--- src/rtl/pser_pkg.sv ---
// rtl/pser_pkg.sv - serializer state encoding and PRBS7 constants
package pser_pkg;

  typedef enum logic {
    ST_IDLE  = 1'b0,
    ST_SHIFT = 1'b1
  } state_t;

  // x^7 + x^6 + 1: feedback taps on state bits 6 and 5
  localparam logic [6:0] PRBS7_TAPS = 7'h60;
  localparam logic [6:0] PRBS7_SEED = 7'h7F;

endpackage

--- src/rtl/pser_prbs7.sv ---
// rtl/pser_prbs7.sv - PRBS7 generator advancing BITS bits per step, o_bits[0] is the oldest bit
module pser_prbs7 #(
  parameter int BITS = 16
) (
  input  logic            i_clk,
  input  logic            i_rst,
  input  logic            i_step,
  output logic [BITS-1:0] o_bits
);
  import pser_pkg::*;

  logic [6:0] r_state;
  logic [6:0] w_state_next;

  always_comb begin
    logic fb;
    w_state_next = r_state;
    o_bits       = '0;
    for (int i = 0; i < BITS; i++) begin
      fb           = ^(w_state_next & PRBS7_TAPS);
      o_bits[i]    = fb;
      w_state_next = {w_state_next[5:0], fb};
    end
  end

  always_ff @(posedge i_clk or posedge i_rst) begin
    if (i_rst) begin
      r_state <= PRBS7_SEED;
    end else if (i_step) begin
      r_state <= w_state_next;
    end
  end

endmodule

--- src/rtl/pser_mux.sv ---
// rtl/pser_mux.sv - parallel-to-serial lane mux with a one-word input buffer
// Optional PRBS7 payload source enabled by macro PSER_PRBS_EN.
module pser_mux #(
  parameter int               WIDTH    = 16,
  parameter int               LANES    = 1,
  parameter logic [LANES-1:0] IDLE_PAT = '0
) (
  input  logic             clk_b,
  input  logic             rst,
`ifdef PSER_PRBS_EN
  input  logic             prbs_en,
`endif
  input  logic [WIDTH-1:0] din,
  input  logic             din_valid,
  output logic             din_ready,
  output logic [LANES-1:0] dout,
  output logic             dout_valid,
  output logic             underrun
);
  import pser_pkg::*;

  localparam int RATIO = WIDTH / LANES;
  localparam int PW    = (RATIO > 2) ? $clog2(RATIO) : 1;
  localparam logic [PW-1:0] LAST_PHASE = PW'(RATIO - 1);

  generate
    if ((WIDTH % LANES) != 0 || RATIO < 2 || (RATIO & (RATIO - 1)) != 0) begin : g_bad_cfg
      $error("pser_mux: WIDTH/LANES must be an integer power of two >= 2");
    end
  endgenerate

  state_t           r_state;
  logic [WIDTH-1:0] r_buf;
  logic             r_buf_full;
  logic [WIDTH-1:0] r_shift;
  logic [PW-1:0]    r_phase;
  logic [LANES-1:0] r_dout;
  logic             r_dout_valid;
  logic             r_underrun;
  logic             r_din_ready;

  logic             w_accept;
  logic             w_boundary;
  logic             w_use_prbs;
  logic             w_prbs_mode_next;
  logic [WIDTH-1:0] w_prbs_bits;
  logic             w_load_buf;
  logic             w_load;
  logic [WIDTH-1:0] w_load_word;
  logic             w_buf_full_next;

  assign w_accept        = din_valid & r_din_ready;
  assign w_boundary      = (r_state == ST_IDLE) || (r_phase == LAST_PHASE);
  assign w_load_buf      = w_boundary & ~w_use_prbs & r_buf_full;
  assign w_load          = w_load_buf | w_use_prbs;
  assign w_load_word     = w_use_prbs ? w_prbs_bits : r_buf;
  // A buffer drained on this edge may be refilled on the same edge
  assign w_buf_full_next = w_accept | (r_buf_full & ~w_load_buf);

`ifdef PSER_PRBS_EN
  logic r_prbs_act;

  assign w_use_prbs       = w_boundary & prbs_en;
  assign w_prbs_mode_next = w_boundary ? prbs_en : r_prbs_act;

  pser_prbs7 #(
    .BITS (WIDTH)
  ) u_prbs (
    .i_clk  (clk_b),
    .i_rst  (rst),
    .i_step (w_use_prbs),
    .o_bits (w_prbs_bits)
  );

  always_ff @(posedge clk_b or posedge rst) begin
    if (rst) begin
      r_prbs_act <= 1'b0;
    end else begin
      r_prbs_act <= w_prbs_mode_next;
    end
  end
`else
  assign w_use_prbs       = 1'b0;
  assign w_prbs_mode_next = 1'b0;
  assign w_prbs_bits      = '0;
`endif

  always_ff @(posedge clk_b or posedge rst) begin
    if (rst) begin
      r_state      <= ST_IDLE;
      r_buf        <= '0;
      r_buf_full   <= 1'b0;
      r_shift      <= '0;
      r_phase      <= '0;
      r_dout       <= IDLE_PAT;
      r_dout_valid <= 1'b0;
      r_underrun   <= 1'b0;
      r_din_ready  <= 1'b1;
    end else begin
      r_buf_full  <= w_buf_full_next;
      r_din_ready <= ~w_buf_full_next & ~w_prbs_mode_next;
      r_underrun  <= 1'b0;
      if (w_accept) begin
        r_buf <= din;
      end
      if (w_load) begin
        r_state      <= ST_SHIFT;
        r_shift      <= w_load_word;
        r_phase      <= '0;
        r_dout       <= w_load_word[LANES-1:0];
        r_dout_valid <= 1'b1;
      end else if (r_state == ST_SHIFT && !w_boundary) begin
        r_phase <= r_phase + 1'b1;
        r_shift <= r_shift >> LANES;
        r_dout  <= r_shift[2*LANES-1:LANES];
      end else begin
        r_underrun   <= (r_state == ST_SHIFT);
        r_state      <= ST_IDLE;
        r_phase      <= '0;
        r_dout       <= IDLE_PAT;
        r_dout_valid <= 1'b0;
      end
    end
  end

  assign din_ready  = r_din_ready;
  assign dout       = r_dout;
  assign dout_valid = r_dout_valid;
  assign underrun   = r_underrun;

endmodule
--- config.mk ---
export PLATFORM = sky130hd
export DESIGN_NAME = pser_mux
export DESIGN_NICKNAME = d
export VERILOG_FILES = /design/src/rtl/pser_pkg.sv /design/src/rtl/pser_prbs7.sv /design/src/rtl/pser_mux.sv
export SDC_FILE = /design/constraint.sdc
export NUM_CORES = 1
export LEC_CHECK = 0
export ABC_AREA = 1
export CORE_MARGIN = 2
export CORE_UTILIZATION = 55
export DETAILED_ROUTE_END_ITERATION = 8
export PLACE_DENSITY_LB_ADDON = 0.08
export SLEW_MARGIN = 20
export SYNTH_ARGS = -nofsm -noshare
export SYNTH_HDL_FRONTEND = slang
export SYNTH_SLANG_ARGS = --single-unit
--- constraint.sdc ---
create_clock -name clk_b -period 2.4 [get_ports clk_b]
set_input_delay 0.48 -clock clk_b [delete_from_list [all_inputs] [get_ports clk_b]]
set_output_delay 0.48 -clock clk_b [all_outputs]
set_load 0.01 [all_outputs]
==> metrics.log <==
[metrics] buffers plus inverters on the worst setup path: 1
[metrics] number of pins exceeding their max-slew limit in the final report: 0
[metrics] clock period minus worst slack: 2140 ps
[metrics] layout overhead on the synthesized area: 15.3%
[metrics] fraction of the mapped netlist area in compound gates: 0.00877
[metrics] max frequency: 467 MHz
[metrics] largest fanout on the critical path: 18
[metrics] number of antenna violations at the first check in global routing: 0
[metrics] n_diodes: 0
[metrics] combined flip-flop and latch cell area: 1000 um^2
[metrics] CP Depth: 1
[metrics] flip-flop and latch count after synthesis: 40
[metrics] number of vias per cell after detailed routing: 5.66
[metrics] required time of the critical path: 1920 ps
[metrics] maximum resistive drop on vdd: 0.552 mV
[metrics] setup repair after global routing missed its margin: no
[metrics] netlist area before placement: 1710 um^2
[metrics] area of combinational cells with multiple inputs: 604 um^2
[metrics] worst slack at placement: 621 ps
[metrics] pwr dens: 1080 nW/um^2
[metrics] FF-to-FF path depth: 5
[metrics] run status: finished, final reports clean
[metrics] arrival time at the worst endpoint: 1660 ps
[metrics] Post-CTS Hold Buffers: 0
[metrics] Warnings, synthesis: 0
[metrics] post-synthesis sequential area ratio: 0.585
[metrics] setup ws final: 258 ps
[metrics] Initial Util: 0.570
[metrics] first-pass GRT wire length: 5.53 mm
[metrics] number of max-capacitance violations reported: 0
[metrics] overall track demand over capacity in global routing: 0.208
[metrics] Die Width: 59.8 um
[metrics] number of iterations in the first detailed-routing pass: 4
[metrics] pin count of the biggest net entering global routing: 41
[metrics] Post-route DRC: 0
[metrics] count of different cell masters after synthesis: 17
[metrics] overall routed net length: 3.12 mm
[metrics] count of final hold-check violations: 0
[metrics] Hold Path Class: reg -> reg
[metrics] Final TNS setup: 0 ps
[metrics] gate count of the mapped netlist: 183
[metrics] total of endpoints with negative setup slack in the final report: 0
[metrics] clock tree from TritonCTS: done
[metrics] Final HPWL DP: 2.04 mm
[metrics] Die Footprint: 3580 um^2
[metrics] fraction of the mapped netlist area in adder cells: 0.00730
[metrics] cell with the largest stage delay on the worst path: sky130_fd_sc_hd__dfstp_2
[metrics] count of pins on the block boundary: 23
[metrics] vias in the first global route: 1230
[metrics] root buffer cell: sky130_fd_sc_hd__clkbuf_4
[metrics] series of cell instances along the critical path: clkdlybuf4s50_1
[metrics] final cycle utilization of the critical path: 0.892
[metrics] number of H-tree levels: 2
[metrics] Die H: 59.8 um
[metrics] post-layout total power: 2130 uW
[metrics] port buffer count: 22
[metrics] count of clock tree sinks: 40
[metrics] initial drt markers: 85
[metrics] Worst setup endpoint: din_ready
[metrics] actual transition at the worst max-transition pin: 492 ps
[metrics] syn_nets: 203
[metrics] post-CTS setup buffers: 0
[metrics] nature of the critical path endpoint: primary output
[metrics] dominant combinational cell family by area after synthesis: simple AND/OR/NAND/NOR gates
[metrics] reg2reg setup slack: 870 ps
[metrics] fraction of layout cells with a size suffix above 1: 0.0693
[metrics] Slowest Stage Delay on Critical Path: 730 ps
[metrics] leak pwr: 0.000962 uW
[metrics] simple logic cell fraction of the synthesized area: 0.332
[metrics] Inserted Clock Buffers: 5
[metrics] routed via count: 1330
[metrics] placeable core region: 3000 um^2
[metrics] number of routed nets with antenna violations: 0
[metrics] type of element launching the critical path: flip-flop
[metrics] R2R Path Start: r_phase[0]
[metrics] kind of cell adding the most delay to the critical path: flip-flops
[metrics] CTS clock-pin slew for the worst setup and hold paths: 100 ps
[metrics] number of placement rows: 20
[metrics] number of buffers on the longest clock path: 2
[metrics] Max transition margin: 0.672
[metrics] mux cell area share after synthesis: 0
[metrics] Resized cells post-CTS: 0
[metrics] Synth Area in XOR/XNOR: 0.00511
[metrics] Post-layout nets: 221
[metrics] clock network latency to the later pin of the worst-skew pair: 340 ps
[metrics] synthesized area divided by synthesized cell count: 9.36 um^2
[metrics] routability cong.: 0.731
[metrics] average detailed-routed wire length per instance: 13.3 um
[metrics] grt ovf: 0
[metrics] category of the critical setup timing path: reg -> out
[metrics] Max Clock Skew: 8.73 ps
[metrics] destination of the worst register-to-register timing path: r_shift[10]
[metrics] worst setup path startpoint: din_ready
[metrics] count of filler cells inserted in the layout: 265
-- area by class of cell --
cell class	instances	share of cell area
Sequential cell	40	0.508
Multi-Input combinational cell	125	0.306
Timing Repair Buffer	25	0.123
Clock buffer	8	0.0349
Tap cell	33	0.0209
Inverter	4	0.00760
-- cells in the final DEF, fill, tap and decap left out --
cell type	instances
sky130_fd_sc_hd__clkbuf_4	5
sky130_fd_sc_hd__nand2_4	1
sky130_fd_sc_hd__dfrtp_1	39
sky130_fd_sc_hd__dfstp_2	1
sky130_fd_sc_hd__a21oi_1	1
sky130_fd_sc_hd__nor2_1	4
sky130_fd_sc_hd__nand3_1	77
sky130_fd_sc_hd__ha_1	1
sky130_fd_sc_hd__o21ai_0	1
sky130_fd_sc_hd__inv_1	3
sky130_fd_sc_hd__clkdlybuf4s50_1	22
sky130_fd_sc_hd__clkbuf_8	2
sky130_fd_sc_hd__clkbuf_1	1
sky130_fd_sc_hd__xor2_1	1
sky130_fd_sc_hd__o21ai_1	1
sky130_fd_sc_hd__inv_2	1
sky130_fd_sc_hd__buf_4	3
sky130_fd_sc_hd__nand2_1	37
sky130_fd_sc_hd__nand3_4	1
-- routing by layer --
layer,vias up,share of wire,track usage,wire [um]
li1,657,-,-,-
met5,-,0,0,0
met1,627,0.46,0.273,1420
met4,0,0.014,0.0667,44
met3,6,0.055,0.0584,170
met2,40,0.48,0.332,1480
-- cells in the mapped netlist --
cell type	count	area (um^2)
sky130_fd_sc_hd__a21oi_1	1	5.00
sky130_fd_sc_hd__buf_2	10	50.1
sky130_fd_sc_hd__buf_4	1	7.51
sky130_fd_sc_hd__buf_6	3	33.8
sky130_fd_sc_hd__dfrtp_1	39	976
sky130_fd_sc_hd__dfstp_2	1	26.3
sky130_fd_sc_hd__ha_1	1	12.5
sky130_fd_sc_hd__inv_1	3	11.3
sky130_fd_sc_hd__inv_2	1	3.75
sky130_fd_sc_hd__nand2_1	37	139
sky130_fd_sc_hd__nand2_4	1	11.3
sky130_fd_sc_hd__nand3_1	77	385
sky130_fd_sc_hd__nand3_4	1	17.5
sky130_fd_sc_hd__nor2_1	4	15.0
sky130_fd_sc_hd__o21ai_0	1	5.00
sky130_fd_sc_hd__o21ai_1	1	5.00
sky130_fd_sc_hd__xor2_1	1	8.76
-- stage by stage --
| stage | instance area [um^2] | instances | hold slack, ps | utilization |
|---|---|---|---|---|
| 6_report | 1970 | 235 | 487 | 0.658 |
| 3_3_place_gp | 1910 | 227 | 452 | 0.635 |
| 5_1_grt | 1970 | 235 | 513 | 0.658 |
| 3_5_place_dp | 1910 | 227 | 466 | 0.635 |
| 4_1_cts | 1970 | 235 | 491 | 0.658 |
| 2_1_floorplan | 1710 | 183 | 430 | - |
-- cells by family after synthesis --
logic type                 Yosys count
DFF                                 40
AOI/OAI and AO/OA                    3
buffers and inverters               18
and+or+nand+nor                    120
xor gates and xnor gates             1
adders and majority gates            1
-- worst min-delay path by stage --
stage / startpoint / end / slack, ps / depth (start not counted)
after floorplan: r_phase[0] / r_phase[0] / 430 / 1
after global placement: r_phase[0] / r_phase[0] / 450 / 1
after detailed placement: r_buf[2] / r_buf[2] / 470 / 2
after CTS: r_buf[2] / r_buf[2] / 490 / 2
after global routing: r_buf[5] / r_buf[5] / 510 / 2
final: r_phase[0] / r_phase[0] / 490 / 1
-- state kept, by name, summed over array words and instances, names as in the netlist --
register    flops
r_phase         4
underrun        1
r_buf_full      1
dout_valid      1
din_ready       1
r_buf          16
r_shift        15
dout            1
-- where the power goes --
| group | total (uW) | internal [uW] | leakage, uW | switching (uW) |
|---|---|---|---|---|
| clock | 373 | 172 | 0.0000386 | 201 |
| sequential | 1180 | 954 | 0.000506 | 226 |
| combinational | 577 | 245 | 0.000417 | 332 |
(Power assumes the default switching activity.)
==> edit 1 (same flow settings) <==
`WIDTH`: 16 -> 8.
--- a/src/rtl/pser_mux.sv
+++ b/src/rtl/pser_mux.sv
@@ -1,7 +1,7 @@
 // rtl/pser_mux.sv - parallel-to-serial lane mux with a one-word input buffer
 // Optional PRBS7 payload source enabled by macro PSER_PRBS_EN.
 module pser_mux #(
-  parameter int               WIDTH    = 16,
+  parameter int               WIDTH    = 8,
   parameter int               LANES    = 1,
   parameter logic [LANES-1:0] IDLE_PAT = '0
 ) (
Interface: changed (resized din); port bits go from 23 to 15. No check against the original RTL was run, so the function may have changed too.
==> edit 1 against the unedited design <==
Total power fell by 42%; sequential share of layout area rose by 1.2 points; final area fell by 44%; clock power fell by 53%; sequential cell count fell by 17; count of clock-buffer cells in the layout fell by 4; critical endpoint unchanged; synthesized area fell by 44%; largest cell class unchanged; via count fell by 48%; worst setup slack improved by 0.16 ns; routed wire length fell by 51%.
==> edit 1: results (changes against the unedited design) <==
[metrics] combinational share of power: 31.5% (+4.4 points)
[metrics] overall global routing resource usage: 17.95% (-2.8 points)
[metrics] number of sinks on the clock net: 23 (-43%)
[metrics] count of multi-input gates: 65 (-48%)
[metrics] main area contributors after synthesis: sky130_fd_sc_hd__dfrtp_1, sky130_fd_sc_hd__nand3_1, sky130_fd_sc_hd__nand2_1
[metrics] post-route standard cell area excluding fillers: 0.001110 mm^2 (-44%)
[metrics] clock latency of the later-clocked register in the worst-skew pair: 0.31 ns (-0.03 ns)
[metrics] number of flip-flops under the largest register name: 8 (-8)
[metrics] Post-Route Skew: 0.01001 ns (+0.001280 ns)
[metrics] clock buffer instance count of the final layout: 4 (-4)
[metrics] FF/Latch Area: 576.8 um^2 (-42%)
[metrics] flop2flop setup slack: 0.97 ns (+0.10 ns)
[metrics] library cells used by synthesis: 15 (-2)
[metrics] switching power as a share of total power: 36.77% (+1.2 points)
[metrics] via count of the first global-routing pass: 591 (-52%)
[metrics] measured slew at the worst slew-check pin: 0.3749 ns (-0.1166 ns)
[metrics] first-pass GRT wire length: 2587 um (-53%)
[metrics] total CTS buffers: 3 (-2)
[metrics] adder-cell share of the synthesized area: 2.632% (+1.9 points)
[metrics] power consumed by sequential cells: 0.668 mW (-43%)
[metrics] run status: completed
[metrics] post-DR vias/cell: 5.229 (-7.6%)
[metrics] share of the synthesized area in compound gates (AO/OA/AOI/OAI): 0.9211% (+0.045 points)
[metrics] Final #Nets: 128 (-42%)
[metrics] VDD IR max: 0.9041 mV (+64%)
[metrics] arrival time reported for the critical path endpoint: 1.50 ns (-0.16 ns)
[metrics] portion of the post-synthesis area used by sequential elements: 60.66% (+2.1 points)
[metrics] Synthesized Nets: 113 (-44%)
[metrics] Inverters: 7 (+3)
[metrics] count of H-tree levels built during CTS: 1 (-1)
[metrics] Leak Pwr: 0.5667 nW (-41%)
[metrics] number of inserted filler cells in the final layout: 147 (-45%)
[metrics] drt first-iter violations: 7 (-92%)
[metrics] share of post-route cells with drive strength above 1: 9.649% (+2.7 points)
[metrics] Buffers, non-clock: 15 (-40%)
[metrics] proportion of final cell area spent on non-clock buffers: 13.30% (+1.0 points)
edit 1: routing by layer:
layer  vias to the layer above  track usage (%)  routed length [um]  part of all wire [%]
li1                        351                -                   -                     -
met3                         5            4.762                  66                   4.3
met2                        20            25.07                 651                    43
met5                         -                0                   0                     0
met4                         0            12.35                  49                   3.2
met1                       309            24.09                 762                    50
edit 1: per-stage QoR:
| stage | instances | hold WS (ns) | total power [mW] | setup WS, ns |
|---|---|---|---|---|
| 2_1_floorplan | 100 | 0.4095 | 0.9718 | 1.145 |
| 3_3_place_gp | 127 | 0.4198 | 1.052 | 0.7618 |
| 3_5_place_dp | 127 | 0.4293 | 1.068 | 0.7508 |
| 4_1_cts | 131 | 0.4456 | 1.243 | 0.3997 |
| 5_1_grt | 131 | 0.4638 | 1.343 | 0.3660 |
| 6_report | 131 | 0.4382 | 1.231 | 0.4211 |
==> edit 2 (same settings) <==
Without the edit above. Put one more register stage on the output `underrun`, with the module's reset. The value now appears one clock later. The other outputs are not delayed to match.
--- a/src/rtl/pser_mux.sv
+++ b/src/rtl/pser_mux.sv
@@ -126,6 +126,12 @@
   assign din_ready  = r_din_ready;
   assign dout       = r_dout;
   assign dout_valid = r_dout_valid;
-  assign underrun   = r_underrun;
+  always_ff @(posedge clk_b or posedge rst) begin
+    if (rst) begin
+      underrun <= '0;
+    end else begin
+      underrun <= r_underrun;
+    end
+  end
 
 endmodule
Formal check against the unedited RTL: no difference found for any inputs over 10 cycles, from zero or initial values and one cycle with rst high; that may be too few to reach the edited logic, so the function may still have changed.
==> edit 2 against the unedited design <==
Final cell count is 4.7% higher; clock skew barely moved; routed wire length grew 2.6%; critical path depth is the same; worst setup slack gained 0.0095 ns; total power is 0.76% lower; synthesized area grew 1.5%; worst hold slack lost 0.11 ns; final area rose by 1.3%; sequential cell count is 1 higher; critical endpoint unchanged; largest cell class unchanged.
==> edit 2: results (changes against the unedited design) <==
[metrics] final weighted congestion in routability-driven placement: 0.7361 (+0.67%)
[metrics] maximum number of pins on one net before global-route repair: 42 (+2.4%)
[metrics] drt first-iter violations: 65 (-24%)
[metrics] count of placed standard cells in the final layout, fillers left out: 246 (+4.7%)
[metrics] register bit total from synthesis: 41 (+2.5%)
[metrics] run status: completed
[metrics] worst setup path start: din_ready
[metrics] overall global routing resource usage: 20.23% (-0.53 points)
[metrics] antenna violations before repair: 0 (unchanged)
[metrics] main area contributors after synthesis: sky130_fd_sc_hd__dfrtp_1, sky130_fd_sc_hd__nand3_1, sky130_fd_sc_hd__nand2_1
[metrics] area fraction of clock buffers and clock inverters: 2.753% (-0.73 points)
[metrics] internal power: 1.354 mW (-1.3%)
[metrics] proportion of final cell area spent on non-clock buffers: 12.14% (-0.15 points)
[metrics] met1 routing resource usage after global routing: 27.99% (+0.73 points)
[metrics] portion of the post-synthesis area used by sequential elements: 59.11% (+0.60 points)
[metrics] Post-Route Skew: 0.008340 ns (-0.0003866 ns)
[metrics] met2 usage: 30.90% (-2.3 points)
[metrics] wire per inst: 13.00 um (-2.0%)
[metrics] Synthesized Nets: 204 (+0.49%)
[metrics] via count of the first global-routing pass: 1214 (-1.3%)
[metrics] instance count after placement with tap cells included: 239 (+5.3%)
[metrics] startpoint of the worst hold path: r_underrun
[metrics] VDD IR max: 0.5448 mV (-1.2%)
[metrics] mean area per synthesized cell: 9.445 um^2 (+0.91%)
[metrics] total length of routed met3 wires: 194 um (+14%)
[metrics] share of post-route cells with drive strength above 1: 6.436% (-0.50 points)
[metrics] list of most frequent post-synthesis cells: sky130_fd_sc_hd__nand3_1, sky130_fd_sc_hd__dfrtp_1, sky130_fd_sc_hd__nand2_1
[metrics] clock buffer instance count of the final layout: 7 (-1)
[metrics] placed wire-length estimate: 2104 um (+3.3%)
[metrics] Final #Nets: 222 (+0.45%)
[metrics] Leak Pwr: 0.9687 nW (+0.70%)
[metrics] first-pass GRT wire length: 5437 um (-1.7%)
[metrics] endpoint of the worst register-to-register path: din_ready
[metrics] total combinational power: 0.579 mW (about the same)
edit 2: cell types whose count changed after synthesis:
cell | before | now
sky130_fd_sc_hd__dfrtp_1 | 39 | 40
edit 2: per-stage QoR:
| step | power, mW | hold WS, ns | worst slack [ns] | utilization [%] | area [um^2] |
|---|---|---|---|---|---|
| final | 2.114 | 0.3762 | 0.2675 | 66.03 | 1999 |
| after CTS | 2.133 | 0.3847 | 0.2493 | 66.03 | 1999 |
| after global placement | 1.748 | 0.3360 | 0.6538 | 64.21 | 1944 |
| after floorplan | 1.642 | 0.3312 | 0.9757 | - | 1738 |
| after global routing | 2.279 | 0.3890 | 0.1949 | 66.03 | 1999 |
| after detailed placement | 1.797 | 0.3597 | 0.6299 | 64.21 | 1944 |
edit 2: cells by family after synthesis:
kind of cell    count (synthesis)  synth area share [%]
simple gates                  120                 32.69
flops                          41                 59.11
buf+inv                        18                 6.119
compound gates                  3                0.8631
xor+xnor                        1                0.5041
fa+ha+maj                       1                0.7198
